===== src/rtl/mem_port_arbiter_if.sv =====
// Bundle of the fetch, load/store, memory, stall and error signals around the
// single-port memory arbiter. The arbiter uses slave and its environment uses master.
interface mem_port_arbiter_if #(
   parameter int unsigned AW = 10
);
   logic          if_req_i;
   logic [AW-1:0] if_addr_i;
   logic          if_flush_i;
   logic [31:0]   if_rdata_o;
   logic          if_valid_o;

   logic          d_req_i;
   logic          d_we_i;
   logic [AW-1:0] d_addr_i;
   logic [31:0]   d_wdata_i;
   logic [31:0]   d_rdata_o;
   logic          d_valid_o;

   logic          mem_req_o;
   logic          mem_we_o;
   logic [AW-1:0] mem_addr_o;
   logic [31:0]   mem_wdata_o;
   logic [31:0]   mem_rdata_i;
   logic          mem_ack_i;

   logic          stall_if_o;
   logic          stall_d_o;
   logic          err_o;
   logic          err_clr_i;

   modport slave (
      input  if_req_i, if_addr_i, if_flush_i,
      output if_rdata_o, if_valid_o,
      input  d_req_i, d_we_i, d_addr_i, d_wdata_i,
      output d_rdata_o, d_valid_o,
      output mem_req_o, mem_we_o, mem_addr_o, mem_wdata_o,
      input  mem_rdata_i, mem_ack_i,
      output stall_if_o, stall_d_o, err_o,
      input  err_clr_i
   );

   modport master (
      output if_req_i, if_addr_i, if_flush_i,
      input  if_rdata_o, if_valid_o,
      output d_req_i, d_we_i, d_addr_i, d_wdata_i,
      input  d_rdata_o, d_valid_o,
      input  mem_req_o, mem_we_o, mem_addr_o, mem_wdata_o,
      output mem_rdata_i, mem_ack_i,
      input  stall_if_o, stall_d_o, err_o,
      output err_clr_i
   );
endinterface


===== src/rtl/mem_port_arbiter.sv =====
// Arbitrates instruction fetch and load/store onto one memory port. Data has
// priority with a bounded run length, and a watchdog turns a missing ack into an error.
module mem_port_arbiter #(
   parameter int unsigned AW      = 10,
   parameter int unsigned MAX_RUN = 4,
   parameter int unsigned TIMEOUT = 15
) (
   input logic                clk,
   input logic                rst_n,
   mem_port_arbiter_if.slave  bus
);
   localparam int unsigned RUN_W = $clog2(MAX_RUN + 1);
   localparam int unsigned TMR_W = 5;
   localparam logic [RUN_W-1:0] RUN_MAX  = RUN_W'(MAX_RUN);
   localparam logic [TMR_W-1:0] TMO_LAST = TMR_W'(TIMEOUT - 1);

   typedef enum logic [1:0] {IDLE, BUSY_IF, BUSY_D} state_e;

   state_e             state_q, state_d;
   logic [RUN_W-1:0]   run_cnt_q, run_cnt_d;
   logic [TMR_W-1:0]   timer_q, timer_d;
   logic               flushed_q, flushed_d;
   logic               mem_req_q, mem_req_d;
   logic               mem_we_q, mem_we_d;
   logic [AW-1:0]      mem_addr_q, mem_addr_d;
   logic [31:0]        mem_wdata_q, mem_wdata_d;
   logic [31:0]        if_rdata_q, if_rdata_d;
   logic               if_valid_q, if_valid_d;
   logic [31:0]        d_rdata_q, d_rdata_d;
   logic               d_valid_q, d_valid_d;
   logic               err_q, err_d;
   logic               if_ok, tmo;

   always_ff @(posedge clk or negedge rst_n) begin
      if (!rst_n) begin
         state_q     <= IDLE;
         run_cnt_q   <= '0;
         timer_q     <= '0;
         flushed_q   <= 1'b0;
         mem_req_q   <= 1'b0;
         mem_we_q    <= 1'b0;
         mem_addr_q  <= '0;
         mem_wdata_q <= '0;
         if_rdata_q  <= '0;
         if_valid_q  <= 1'b0;
         d_rdata_q   <= '0;
         d_valid_q   <= 1'b0;
         err_q       <= 1'b0;
      end else begin
         state_q     <= state_d;
         run_cnt_q   <= run_cnt_d;
         timer_q     <= timer_d;
         flushed_q   <= flushed_d;
         mem_req_q   <= mem_req_d;
         mem_we_q    <= mem_we_d;
         mem_addr_q  <= mem_addr_d;
         mem_wdata_q <= mem_wdata_d;
         if_rdata_q  <= if_rdata_d;
         if_valid_q  <= if_valid_d;
         d_rdata_q   <= d_rdata_d;
         d_valid_q   <= d_valid_d;
         err_q       <= err_d;
      end
   end

   always_comb begin
      state_d     = state_q;
      run_cnt_d   = run_cnt_q;
      timer_d     = timer_q;
      flushed_d   = flushed_q;
      mem_req_d   = mem_req_q;
      mem_we_d    = mem_we_q;
      mem_addr_d  = mem_addr_q;
      mem_wdata_d = mem_wdata_q;
      if_rdata_d  = if_rdata_q;
      if_valid_d  = 1'b0;
      d_rdata_d   = d_rdata_q;
      d_valid_d   = 1'b0;
      err_d       = err_q;
      tmo         = 1'b0;
      if_ok       = bus.if_req_i & ~bus.if_flush_i;

      case (state_q)
         IDLE: begin
            // Data wins unless fetch has already waited out MAX_RUN data grants.
            if (bus.d_req_i && !(if_ok && run_cnt_q == RUN_MAX)) begin
               state_d     = BUSY_D;
               mem_req_d   = 1'b1;
               mem_we_d    = bus.d_we_i;
               mem_addr_d  = bus.d_addr_i;
               mem_wdata_d = bus.d_wdata_i;
               timer_d     = '0;
               if (!bus.if_req_i)            run_cnt_d = '0;
               else if (run_cnt_q != RUN_MAX) run_cnt_d = run_cnt_q + RUN_W'(1);
            end else if (if_ok) begin
               state_d     = BUSY_IF;
               mem_req_d   = 1'b1;
               mem_we_d    = 1'b0;
               mem_addr_d  = bus.if_addr_i;
               mem_wdata_d = '0;
               timer_d     = '0;
               run_cnt_d   = '0;
               flushed_d   = 1'b0;
            end
         end
         BUSY_IF, BUSY_D: begin
            tmo = ~bus.mem_ack_i & (timer_q == TMO_LAST);
            if (state_q == BUSY_IF && bus.if_flush_i) flushed_d = 1'b1;
            if (bus.mem_ack_i || tmo) begin
               state_d   = IDLE;
               mem_req_d = 1'b0;
               if (state_q == BUSY_IF) begin
                  // A flushed fetch finishes at memory but is never delivered.
                  if (!flushed_q && !bus.if_flush_i) begin
                     if_valid_d = 1'b1;
                     if_rdata_d = tmo ? '0 : bus.mem_rdata_i;
                  end
               end else begin
                  d_valid_d = 1'b1;
                  if (tmo)            d_rdata_d = '0;
                  else if (!mem_we_q) d_rdata_d = bus.mem_rdata_i;
               end
            end else begin
               timer_d = timer_q + TMR_W'(1);
            end
         end
         default: state_d = IDLE;
      endcase

      if (tmo)                err_d = 1'b1;
      else if (bus.err_clr_i) err_d = 1'b0;
   end

   assign bus.mem_req_o   = mem_req_q;
   assign bus.mem_we_o    = mem_we_q;
   assign bus.mem_addr_o  = mem_addr_q;
   assign bus.mem_wdata_o = mem_wdata_q;
   assign bus.if_rdata_o  = if_rdata_q;
   assign bus.if_valid_o  = if_valid_q;
   assign bus.d_rdata_o   = d_rdata_q;
   assign bus.d_valid_o   = d_valid_q;
   assign bus.err_o       = err_q;
   assign bus.stall_if_o  = bus.if_req_i & ~if_valid_q;
   assign bus.stall_d_o   = bus.d_req_i & ~d_valid_q;

endmodule


===== src/flat_wrapper.sv =====
// flat-port wrapper written by rule: the top's interface ports become plain ports
module mem_port_arbiter_flat 
#(
   parameter int unsigned AW      = 10,
   parameter int unsigned MAX_RUN = 4,
   parameter int unsigned TIMEOUT = 15
)
  (clk, rst_n, bus_if_req_i, bus_if_addr_i, bus_if_flush_i, bus_if_rdata_o, bus_if_valid_o, bus_d_req_i, bus_d_we_i, bus_d_addr_i, bus_d_wdata_i, bus_d_rdata_o, bus_d_valid_o, bus_mem_req_o, bus_mem_we_o, bus_mem_addr_o, bus_mem_wdata_o, bus_mem_rdata_i, bus_mem_ack_i, bus_stall_if_o, bus_stall_d_o, bus_err_o, bus_err_clr_i);
  mem_port_arbiter_if #(.AW(AW)) bus_i ();
  input logic clk;
  input logic rst_n;
  input wire logic [$bits(bus_i.if_req_i)-1:0] bus_if_req_i;
  input wire logic [$bits(bus_i.if_addr_i)-1:0] bus_if_addr_i;
  input wire logic [$bits(bus_i.if_flush_i)-1:0] bus_if_flush_i;
  output wire logic [$bits(bus_i.if_rdata_o)-1:0] bus_if_rdata_o;
  output wire logic [$bits(bus_i.if_valid_o)-1:0] bus_if_valid_o;
  input wire logic [$bits(bus_i.d_req_i)-1:0] bus_d_req_i;
  input wire logic [$bits(bus_i.d_we_i)-1:0] bus_d_we_i;
  input wire logic [$bits(bus_i.d_addr_i)-1:0] bus_d_addr_i;
  input wire logic [$bits(bus_i.d_wdata_i)-1:0] bus_d_wdata_i;
  output wire logic [$bits(bus_i.d_rdata_o)-1:0] bus_d_rdata_o;
  output wire logic [$bits(bus_i.d_valid_o)-1:0] bus_d_valid_o;
  output wire logic [$bits(bus_i.mem_req_o)-1:0] bus_mem_req_o;
  output wire logic [$bits(bus_i.mem_we_o)-1:0] bus_mem_we_o;
  output wire logic [$bits(bus_i.mem_addr_o)-1:0] bus_mem_addr_o;
  output wire logic [$bits(bus_i.mem_wdata_o)-1:0] bus_mem_wdata_o;
  input wire logic [$bits(bus_i.mem_rdata_i)-1:0] bus_mem_rdata_i;
  input wire logic [$bits(bus_i.mem_ack_i)-1:0] bus_mem_ack_i;
  output wire logic [$bits(bus_i.stall_if_o)-1:0] bus_stall_if_o;
  output wire logic [$bits(bus_i.stall_d_o)-1:0] bus_stall_d_o;
  output wire logic [$bits(bus_i.err_o)-1:0] bus_err_o;
  input wire logic [$bits(bus_i.err_clr_i)-1:0] bus_err_clr_i;
  assign bus_i.if_req_i = bus_if_req_i;
  assign bus_i.if_addr_i = bus_if_addr_i;
  assign bus_i.if_flush_i = bus_if_flush_i;
  assign bus_if_rdata_o = bus_i.if_rdata_o;
  assign bus_if_valid_o = bus_i.if_valid_o;
  assign bus_i.d_req_i = bus_d_req_i;
  assign bus_i.d_we_i = bus_d_we_i;
  assign bus_i.d_addr_i = bus_d_addr_i;
  assign bus_i.d_wdata_i = bus_d_wdata_i;
  assign bus_d_rdata_o = bus_i.d_rdata_o;
  assign bus_d_valid_o = bus_i.d_valid_o;
  assign bus_mem_req_o = bus_i.mem_req_o;
  assign bus_mem_we_o = bus_i.mem_we_o;
  assign bus_mem_addr_o = bus_i.mem_addr_o;
  assign bus_mem_wdata_o = bus_i.mem_wdata_o;
  assign bus_i.mem_rdata_i = bus_mem_rdata_i;
  assign bus_i.mem_ack_i = bus_mem_ack_i;
  assign bus_stall_if_o = bus_i.stall_if_o;
  assign bus_stall_d_o = bus_i.stall_d_o;
  assign bus_err_o = bus_i.err_o;
  assign bus_i.err_clr_i = bus_err_clr_i;
  mem_port_arbiter #(.AW(AW), .MAX_RUN(MAX_RUN), .TIMEOUT(TIMEOUT)) u_core (.clk(clk), .rst_n(rst_n), .bus(bus_i));
endmodule

===== config.mk =====
export PLATFORM = sky130hd
export DESIGN_NAME = mem_port_arbiter_flat
export DESIGN_NICKNAME = d
export VERILOG_FILES = /design/src/rtl/mem_port_arbiter_if.sv /design/src/rtl/mem_port_arbiter.sv /design/src/flat_wrapper.sv
export SDC_FILE = /design/constraint.sdc
export NUM_CORES = 1
export LEC_CHECK = 0
export ABC_AREA = 0
export CAP_MARGIN = 20
export CELL_PAD_IN_SITES_DETAIL_PLACEMENT = 1
export CELL_PAD_IN_SITES_GLOBAL_PLACEMENT = 1
export CORE_MARGIN = 3
export CORE_UTILIZATION = 30
export DETAILED_ROUTE_END_ITERATION = 8
export HOLD_SLACK_MARGIN = 0.15
export PLACE_DENSITY_LB_ADDON = 0.1
export RECOVER_POWER = 50
export SETUP_SLACK_MARGIN = 0.4
export SLEW_MARGIN = 20
export SYNTH_ARGS = -nofsm -noshare
export SYNTH_HDL_FRONTEND = slang
export SYNTH_SLANG_ARGS = --single-unit

===== constraint.sdc =====
create_clock -name clk -period 2.6 [get_ports clk]
set_clock_uncertainty 0.1 [all_clocks]
set_input_delay 0.52 -clock clk [delete_from_list [all_inputs] [get_ports clk]]
set_output_delay 0.52 -clock clk [all_outputs]
set_load 0.03 [all_outputs]

==> results of run 1 <==
routing by layer:
metal / up-vias / GRT usage [%]
met3: 16 / 8.44
met4: 2 / 5.54
met1: 2214 / 21.2
met2: 164 / 30.6
li1: 2124 / -
met5: - / 0
registers in the layout, summed over array words and instances (netlist names):
name                    count
u_core.bus.d_rdata_o       32
u_core.bus.d_valid_o        1
u_core.bus.err_o            1
u_core.bus.if_rdata_o      32
u_core.bus.if_valid_o       1
u_core.bus.mem_addr_o      10
u_core.bus.mem_req_o        1
u_core.bus.mem_wdata_o     32
u_core.bus.mem_we_o         1
u_core.flushed_q            1
u_core.run_cnt_q            3
u_core.state_q              2
u_core.timer_q              5
cells in the mapped netlist (2+ instances only):
master    count  share of area [%]
and3_1        3               0.37
ha_1          7                1.7
o211ai_1      2               0.30
o21ai_0       6               0.59
a22o_1       36                6.2
a21oi_1      22                2.2
nand2b_1      2               0.25
nand4b_1      4               0.69
dfrtp_1     122                 60
a32o_1        2               0.39
o21ai_1      64                6.3
nand2_1     143                 11
buf_4         2               0.30
o22ai_1       2               0.25
nor2b_1       5               0.62
clkbuf_1      5               0.37
buf_6         4               0.89
inv_1        10               0.74
a21boi_0      2               0.30
mux2_2        3               0.66
nor2_1       17                1.3
buf_2        23                2.3
cell type report:
| cell class | instances | share of cell area [%] |
|---|---|---|
| clock buffer | 18 | 5.39 |
| clock inverter | 14 | 2.15 |
| inverter | 10 | 0.471 |
| multi-input combinational | 337 | 22.6 |
| sequential | 122 | 38.3 |
| tap | 216 | 3.39 |
| timing repair buffer | 221 | 27.7 |
placed cells by master, fill, tap and decap left out, types with 2 or more instances in the layout:
cell / synthesis / final
clkdlybuf4s50_1: 0 / 198
nand2_1: 143 / 143
dfrtp_1: 122 / 122
o21ai_1: 64 / 58
a22o_1: 36 / 36
a21oi_1: 22 / 22
nor2_1: 17 / 17
clkbuf_16: 0 / 17
o21ai_0: 6 / 13
inv_1: 10 / 10
buf_4: 2 / 9
ha_1: 7 / 6
nor2b_1: 5 / 5
clkbuf_1: 5 / 5
buf_12: 0 / 5
nand4b_1: 4 / 4
and3_1: 3 / 3
mux2_2: 3 / 3
clkinvlp_4: 0 / 3
clkinv_4: 0 / 3
bufinv_16: 0 / 3
clkinv_2: 0 / 3
o211ai_1: 2 / 2
nand2b_1: 2 / 2
a32o_1: 2 / 2
o22ai_1: 2 / 2
a21boi_0: 2 / 2
inv_6: 0 / 2
dlygate4sd3_1: 0 / 2
dlygate4sd2_1: 0 / 2
logic make-up after synthesis:
logic type	count (synthesis)
AOI/OAI and AO/OA	144
adders and majority gates	7
buffers and inverters	44
DFF	122
muxes	4
and+or+nand+nor	182
power by group through the flow:
stage          registers (uW)  clock network [uW]  logic, uW
6_report                 3140                2390       4740
5_1_grt                  3250                2530       5070
4_1_cts                  3160                2450       4830
3_5_place_dp             3160                   0       4820
3_3_place_gp             3140                   0       4740
2_1_floorplan            4560                   0       1230
stage by stage:
stage	instances	worst slack [ps]	hold WS [ps]	util, %
floorplan	503	761	124	-
global placement	905	309	337	45.5
detailed placement	905	244	342	45.5
CTS	938	439	388	49.3
global route	938	327	413	49.1
finish	938	446	385	49.1
worst max path at each step:
stage | to | slack, ps | cells past startpoint
6_report | bus_stall_if_o | 450 | 3
5_1_grt | u_core.bus.if_rdata_o[7]$_DFFE_PN0P_ | 330 | 3
3_3_place_gp | u_core.timer_q[0]$_DFFE_PN0P_ | 310 | 5
4_1_cts | bus_d_rdata_o[26] | 440 | 1
3_5_place_dp | u_core.timer_q[0]$_DFFE_PN0P_ | 240 | 5
2_1_floorplan | u_core.bus.d_rdata_o[0]$_DFFE_PN0P_ | 760 | 8
worst max-delay path, cell delays in order:
cell and delay (ps):
dlygate4sd3_1 650, nor2b_1 180, buf_4 180
repair_timing:
action	CTS	global route
hold endpoints to repair	16	0
gates cloned	0	0
gates resized for setup	2	2
hold buffers	1	0
endpoints found under the setup margin	2	33
==> flow_summary.json, run 1 <==
{
  "slew_viol_final": 0,
  "wl_met2_um": 7800,
  "hold_viol": 0,
  "leakagePower_uw": 0.00354,
  "max_cap_violations": 0,
  "post-route-period-util_pct": 82.9,
  "dr_wl_met3_um": 1590,
  "num_antenna_cells": 0,
  "r2r-end": "u_core.state_q[1]$_DFFE_PN0P_",
  "multiInputGateArea_um2": 1800,
  "path_class": "in -> out",
  "synth_cells": 503,
  "synth_area_um2": 5080,
  "grt_antenna_before_repair": 1,
  "final_area_um2": 7970,
  "vias": 4520,
  "start_util_pct": 31.3,
  "cp-end-kind": "output port",
  "tightest_slew_ps": 1350,
  "clock.fmax_mhz": 464,
  "areaGrowthSynthToFinish_pct": 56.8,
  "drc": 0,
  "die_w_um": 136,
  "reg2reg_from": "u_core.state_q[0]$_DFFE_PN0P_",
  "grt_pass1_wl_um": 26300,
  "status": "complete, no violations",
  "pwr-share-comb_pct": 46.2,
  "switchingPower_uw": 4130,
  "worst_setup_path_start_kind": "input port",
  "wl_per_cell_um": 17.7,
  "setup_viol": 0,
  "drtIter0Drc": 180,
  "synthAdderAreaFrac_pct": 1.72,
  "grt_max_degree": 59,
  "swShare_pct": 40.2,
  "slew_headroom_pct": 10.3,
  "cts_post_setup_buffers_inserted": 0,
  "place_hpwl_um": 12100,
  "top_layer": "met5",
  "clk_pin_slew_ps": 50,
  "rsz0062_at_grt": "false",
  "min_to": "u_core.bus.if_rdata_o[15]$_DFFE_PN0P_",
  "syn_area_per_cell_um2": 10.1,
  "worstHoldStart": "u_core.bus.if_rdata_o[15]$_DFFE_PN0P_",
  "tritoncts": "built",
  "drive_gt1_share_pct": 7.34,
  "gp_congestion": 0.781,
  "synthXorXnorAreaFrac_pct": 0,
  "clk_latency_ps": 410,
  "synthMuxAreaShare_pct": 0.862,
  "synth_top_family_by_area": "compound AO/OA/AOI/OAI gates",
  "grt_pass1_vias": 5045,
  "synth_nets": 602,
  "p_seq_share_pct": 30.6,
  "viasPerCell": 4.82,
  "htree_num_levels": 4,
  "power_density_nw_per_um2": 1290,
  "final.fill_count": 1801,
  "grtUsageTotal_pct": 18.4,
  "dr.pass1.iters": 4,
  "ff2ff_path_depth": 5,
  "synth.distinct_cells": 39,
  "drtAntennaViolNets": 0,
  "synth_simple_gate_area_share_pct": 15.0,
  "cts_buffer_depth": 2,
  "core-area_um2": 16200,
  "synth_seq_cells": 122,
  "clockRootBuffer": "clkbuf_16",
  "hp-class": "reg -> reg",
  "async_flop_share_pct": 100,
  "cp.required_ps": 1980,
  "grt_remaining_overflow": 0,
  "synth-edff-count": 0,
  "hold_depth": 2,
  "yosysWarningCount": 0,
  "ir_drop_uv": 509,
  "p_int_uw": 6150,
  "die_h_um": 136,
  "reg2reg_slack_ps": 510,
  "cts.sinks": 122,
  "row_count": 46,
  "dpl_cell_area_um2": 7390,
  "fp.dieArea_um2": 18500,
  "drt-met1-wl_um": 7040,
  "crit_arrival_ps": 1530,
  "synth_ff_type": "dfrtp_1",
  "finalSetupTns_ps": 0,
  "numCtsBuffers": 17,
  "route.final.wire_length_um": 16600,
  "post-route-min-period_ps": 2150,
  "power_uw": 10300,
  "ys_seq_area_share_pct": 60.1,
  "register_area_um2": 3050,
  "crit_fanout": 7,
  "synth_compound_area_share_pct": 17.7,
  "num_io_pins": 205,
  "cp-startpoint": "bus_if_req_i",
  "portBuffers": 204,
  "fin_nets": 808,
  "power_frac_clock_pct": 23.2
}
No activity file was read; power rests on OpenSTA's default activity.
==> run 2, diff against run 1 <==
==> constraint.sdc (replaced) <==
create_clock -name clk -period 2.1 [get_ports clk]
set_clock_uncertainty 0.1 [all_clocks]
set_input_delay 0.42 -clock clk [delete_from_list [all_inputs] [get_ports clk]]
set_output_delay 0.42 -clock clk [all_outputs]
set_load 0.03 [all_outputs]
==> run 2 against run 1 <==
Effect of this change:
- die area is the same
- sequential share of layout area shrank 4.1 points
- utilization increased by 5.9 points
- sequential power is 31% higher
- worst hold slack got worse by 3.7 ps
- wire length rose by 25%
- clock-buffer cell count grew 3
- critical path depth is 6 higher
- power rose by 31%
- first-iteration DRC count shrank 5.6%
- flip-flop and latch count did not move
- critical path type is now reg -> reg
- largest power group unchanged
- highest routed layer unchanged
==> flow_summary.json, run 2 (synthesized netlist as in run 1, its figures left out) <==
{
  "htree_num_levels": 4,
  "fin_util_pct": 55.0,
  "hp-class": "reg -> reg",
  "rsz0062_at_grt": "true",
  "portBuffers": 204,
  "setup_viol": 0,
  "crit_fanout": 8,
  "clock.fmax_mhz": 524,
  "vias": 4929,
  "clockRootBuffer": "clkbuf_16",
  "num_antenna_cells": 0,
  "post-route-period-util_pct": 90.8,
  "grt_pass1_vias": 5282,
  "r2r-end": "u_core.bus.if_rdata_o[12]$_DFFE_PN0P_",
  "finalSetupTns_ps": 0,
  "tritoncts": "built",
  "cts_buffer_depth": 2,
  "worst_setup_path_start_kind": "register",
  "drtIter0Drc": 170,
  "cp-end-kind": "register",
  "reg2reg_from": "u_core.timer_q[0]$_DFFE_PN0P_",
  "power_uw": 13400,
  "pwr-share-comb_pct": 47.8,
  "power_frac_clock_pct": 21.6,
  "layout_common_cells": "dfrtp_1 (121), nand2_1 (91), clkdlybuf4s50_1 (86)",
  "swShare_pct": 43.3,
  "critPathMostFrequentCell": "buf_12",
  "die_w_um": 136,
  "slew_headroom_pct": 31.2,
  "leakagePower_uw": 0.00404,
  "grt_pass1_wl_um": 29600,
  "max_cap_violations": 0,
  "switchingPower_uw": 5810,
  "dr.pass1.iters": 4,
  "dpl_cell_area_um2": 7460,
  "multiInputGateArea_um2": 2420,
  "layout_commonest_cell": "dfrtp_1",
  "tightest_slew_ps": 1030,
  "cp.required_ps": 2330,
  "grtUsageTotal_pct": 20.7,
  "numCtsBuffers": 17,
  "num_io_pins": 205,
  "ff2ff_path_depth": 9,
  "grt_antenna_before_repair": 1,
  "cp_slowest_cell": "dfrtp_1",
  "register_area_um2": 3050,
  "clk_pin_slew_ps": 60,
  "die_h_um": 136,
  "p_seq_share_pct": 30.6,
  "path_cells": "inv_2 -> ha_4 -> and4b_4 -> o211ai_1 -> buf_4 -> buf_12 -> buf_12 -> nand2_2 -> o21ai_1",
  "grt_max_degree": 44,
  "hold_viol": 0,
  "areaGrowthSynthToFinish_pct": 75.7,
  "status": "complete, no violations",
  "worstHoldStart": "u_core.bus.if_rdata_o[31]$_DFFE_PN0P_",
  "path_class": "reg -> reg",
  "drive_gt1_share_pct": 35.2,
  "reg2reg_slack_ps": 190,
  "fin_nets": 862,
  "crit_arrival_ps": 2140,
  "drc": 0,
  "ir_drop_uv": 639,
  "slowest_delay_ps": 370,
  "fp.dieArea_um2": 18500,
  "core-area_um2": 16200,
  "row_count": 46,
  "place_hpwl_um": 12300,
  "drtAntennaViolNets": 0,
  "power_density_nw_per_um2": 1500,
  "final_area_um2": 8930,
  "grt_remaining_overflow": 0,
  "hold_depth": 2,
  "viasPerCell": 4.97,
  "route.final.wire_length_um": 20700,
  "slew_viol_final": 0,
  "gp_congestion": 0.848,
  "final.fill_count": 1755,
  "post-route-min-period_ps": 1910,
  "start_util_pct": 31.3,
  "clk_latency_ps": 410,
  "min_to": "u_core.bus.if_rdata_o[31]$_DFFE_PN0P_",
  "wl_per_cell_um": 20.9,
  "cts.sinks": 122,
  "p_int_uw": 7620
}
-- run 2: routing by layer --
| layer | global-route usage, % | wire (um) | vias up |
|---|---|---|---|
| met5 | 0 | 9 | - |
| met2 | 33.8 | 10500 | 185 |
| met4 | 6.16 | 495 | 2 |
| met1 | 25.6 | 8190 | 2472 |
| met3 | 7.66 | 1590 | 31 |
| li1 | - | - | 2239 |
-- run 2: how the worst max path moves through the flow --
stage,slack (ps),endpoint,cells after the start,start
3_3_place_gp,20,u_core.timer_q[0]$_DFFE_PN0P_,6,bus_if_req_i
4_1_cts,230,bus_mem_we_o,1,u_core.bus.mem_we_o$_DFFE_PN0P_
2_1_floorplan,360,u_core.bus.d_rdata_o[0]$_DFFE_PN0P_,8,u_core.state_q[0]$_DFFE_PN0P_
6_report,190,u_core.bus.if_rdata_o[12]$_DFFE_PN0P_,9,u_core.timer_q[0]$_DFFE_PN0P_
3_5_place_dp,7,u_core.timer_q[0]$_DFFE_PN0P_,6,bus_if_req_i
5_1_grt,110,u_core.timer_q[0]$_DFFE_PN0P_,7,u_core.timer_q[0]$_DFFE_PN0P_
-- run 2: cell type report --
cell class / instances / share of cell area (%)
clock buffer: 21 / 5.16
timing repair buffer: 275 / 28.7
sequential: 122 / 34.2
clock inverter: 11 / 1.35
tap: 216 / 3.03
inverter: 10 / 0.463
multi-input combinational: 337 / 27.1
-- run 2: critical path: cells and delay by family (launching register included) --
family / cells / cell delay (ps)
AND/OR/NAND/NOR: 2 / 270
buffers and inverters: 4 / 570
AO/OA/AOI/OAI: 2 / 340
flip-flops: 1 / 370
adder cells (fa/ha/maj): 1 / 160
-- run 2: power by group through the flow --
stage | logic, uW | registers [uW] | clock network (uW)
after floorplan | 1570 | 5650 | 0
after detailed placement | 6050 | 3940 | 0
final | 6420 | 4110 | 2900
after global placement | 5940 | 3910 | 0
after global routing | 6850 | 4250 | 3060
after CTS | 5920 | 3930 | 2920
-- run 2: timing repair --
action	in CTS	in global routing
hold buffers	1	0
resized for setup	274	250
setup buffers	19	13
endpoints found under the hold margin	29	0
endpoints found under the setup margin	190	197
cloned	7	7
pin swaps	16	52
-- run 2: stage by stage --
stage / hold slack, ps / std cells / setup WS, ps
global route: 402 / 992 / 108
CTS: 377 / 972 / 226
floorplan: 24.4 / 503 / 364
finish: 381 / 992 / 193
detailed placement: 332 / 913 / 7.39
global placement: 327 / 913 / 17.1
==> run 3, diff against run 2 <==
--- a/config.mk
+++ b/config.mk
@@ -10,7 +10,7 @@
 export CELL_PAD_IN_SITES_DETAIL_PLACEMENT = 1
 export CELL_PAD_IN_SITES_GLOBAL_PLACEMENT = 1
 export CORE_MARGIN = 3
-export CORE_UTILIZATION = 30
+export CORE_UTILIZATION = 29
 export DETAILED_ROUTE_END_ITERATION = 8
 export HOLD_SLACK_MARGIN = 0.15
 export PLACE_DENSITY_LB_ADDON = 0.1
==> constraint.sdc (replaced) <==
create_clock -name clk -period 1.6 [get_ports clk]
set_clock_uncertainty 0.1 [all_clocks]
set_input_delay 0.32 -clock clk [delete_from_list [all_inputs] [get_ports clk]]
set_output_delay 0.32 -clock clk [all_outputs]
set_load 0.03 [all_outputs]
==> run 3 against run 2 <==
Effect of this change:
- flip-flop and latch count did not move
- the flow now finishes with violations (setup timing)
- critical path type unchanged
- first-iteration DRC count fell by 15%
- register-to-register slack got worse by 390 ps
- combinational power rose by 64%
==> flow_summary.json, run 3 (synthesized netlist as in run 1, its figures left out) <==
{
  "status": "finished, violations left",
  "failed_checks": "setup timing",
  "clock.fmax_mhz": 556,
  "path_cells": "inv_2 -> ha_4 -> nand2b_4 -> or3b_4 -> clkbuf_16 -> nand2_1 -> o21ai_1",
  "cts.sinks": 122,
  "clk_latency_ps": 420,
  "die_h_um": 138,
  "layout_common_cells": "nand2_1 (124), dfrtp_1 (120), buf_6 (115)",
  "portBuffers": 204,
  "dpl_cell_area_um2": 7830,
  "post-route-period-util_pct": 112,
  "final.fill_count": 1756,
  "rsz0062_at_grt": "true",
  "path_class": "reg -> reg",
  "fin_util_pct": 56.6,
  "grt_antenna_before_repair": 0,
  "place_hpwl_um": 12200,
  "slew_viol_final": 0,
  "hp-class": "in -> reg",
  "final_area_um2": 9550,
  "layout_commonest_cell": "nand2_1",
  "viasPerCell": 4.79,
  "drive_gt1_share_pct": 43.2,
  "grt_remaining_overflow": 0,
  "max_cap_violations": 0,
  "grt_max_degree": 72,
  "drtIter0Drc": 144,
  "cp.required_ps": 1800,
  "dr.pass1.iters": 4,
  "tritoncts": "built",
  "ir_drop_uv": 949,
  "leakagePower_uw": 0.00452,
  "clockRootBuffer": "clkbuf_16",
  "htree_num_levels": 4,
  "grt_pass1_wl_um": 28400,
  "vias": 5011,
  "tightest_slew_ps": 711,
  "clk_pin_slew_ps": 60,
  "num_io_pins": 205,
  "drc": 0,
  "hold_viol": 0,
  "post-route-min-period_ps": 1800,
  "die_w_um": 138,
  "areaGrowthSynthToFinish_pct": 87.9,
  "fp.dieArea_um2": 19200,
  "start_util_pct": 30.1,
  "worst_setup_path_start_kind": "register",
  "instances_no_fill": 1047,
  "num_antenna_cells": 0,
  "grt_pass1_vias": 5446,
  "fin_nets": 913,
  "wl_per_cell_um": 18.2,
  "cp-end-kind": "register",
  "core-area_um2": 16900,
  "cts_buffer_depth": 2,
  "slowest_delay_ps": 440,
  "numCtsBuffers": 17,
  "slew_headroom_pct": 52.6,
  "row_count": 47,
  "crit_arrival_ps": 2000,
  "grtUsageTotal_pct": 18.2,
  "power_density_nw_per_um2": 2060,
  "dp_cells": 938,
  "drtAntennaViolNets": 0,
  "route.final.wire_length_um": 19000,
  "gp_congestion": 0.768,
  "setup_ws_ps": -198,
  "cp_slowest_cell": "or3b_4",
  "setup_viol": 69,
  "crit_fanout": 16
}
run 3: cell types whose count changed in the layout (fill, tap and decap cells not counted), sizes merged, moves of 4 or more:
cell / change
inv: +7
clkinv: -4
clkdlybuf4s15: -42
buf: +162
clkbuf: -74
run 3: cell type report:
type | count | area [um^2] | share of cell area, %
Multi-Input combinational cell | 338 | 2280 | 23.8
Sequential cell | 122 | 3060 | 32.0
Tap cell | 220 | 275 | 2.88
Clock buffer | 18 | 429 | 4.49
Timing Repair Buffer | 325 | 3340 | 35.0
Inverter | 10 | 37.5 | 0.393
Clock inverter | 14 | 138 | 1.44
run 3: path summary, 6_finish.rpt:
kind	from	end	slack (ps)	cells after the start
worst max-delay path	u_core.state_q[0]$_DFFE_PN0P_	u_core.bus.d_rdata_o[17]$_DFFE_PN0P_	-200	7
worst min register to register	u_core.bus.if_rdata_o[5]$_DFFE_PN0P_	u_core.bus.if_rdata_o[5]$_DFFE_PN0P_	420	2
worst max register to register	u_core.state_q[0]$_DFFE_PN0P_	u_core.bus.d_rdata_o[17]$_DFFE_PN0P_	-200	7
worst min-delay path	bus_if_req_i	u_core.run_cnt_q[2]$_DFFE_PN0P_	340	3
min in group asynchronous	rst_n	u_core.bus.mem_addr_o[7]$_DFFE_PN0P_	480	3
max in group asynchronous	rst_n	u_core.bus.if_rdata_o[2]$_DFFE_PN0P_	350	3
run 3: worst max-delay path: cells and delay by family, from the launching register on:
kind / cells / cell delay [ps]
buf+inv: 2 / 270
flops: 1 / 380
compound gates: 1 / 60
fa+ha+maj: 1 / 290
simple gates: 3 / 580
run 3: per-layer routing:
metal / up-vias / share of wire (%) / GRT usage, %
met1: 2483 / 43 / 21.9
met4: 0 / 1.6 / 5.88
met2: 156 / 50 / 30.7
met5: - / 0 / 0
met3: 27 / 6.1 / 6.32
li1: 2345 / - / -
run 3: report_power, final:
| group | switching, uW | internal [uW] | total [uW] |
|---|---|---|---|
| Sequential | 1070 | 4360 | 5430 |
| Combinational | 5320 | 5190 | 10500 |
| Clock | 1540 | 2170 | 3710 |
run 3: through the flow:
step                      setup TNS (ps)  total power [uW]  setup slack (ps)  hold WS (ps)
after floorplan                    -4320              9700              -136         -75.6
after global placement            -34940             13400              -378           244
after detailed placement          -38240             13600              -412           243
after CTS                          -9350             18400              -187           330
after global routing              -16590             20700              -285           352
final                             -10420             19700              -198           342
run 3: timing repair:
action / in CTS / in global routing
hold buffers: 1 / 0
setup buffers: 25 / 44
cloned: 0 / 7
setup endpoints to repair: 235 / 235
pin swaps: 26 / 35
endpoints found under the hold margin: 122 / 0
gates resized for setup: 778 / 72
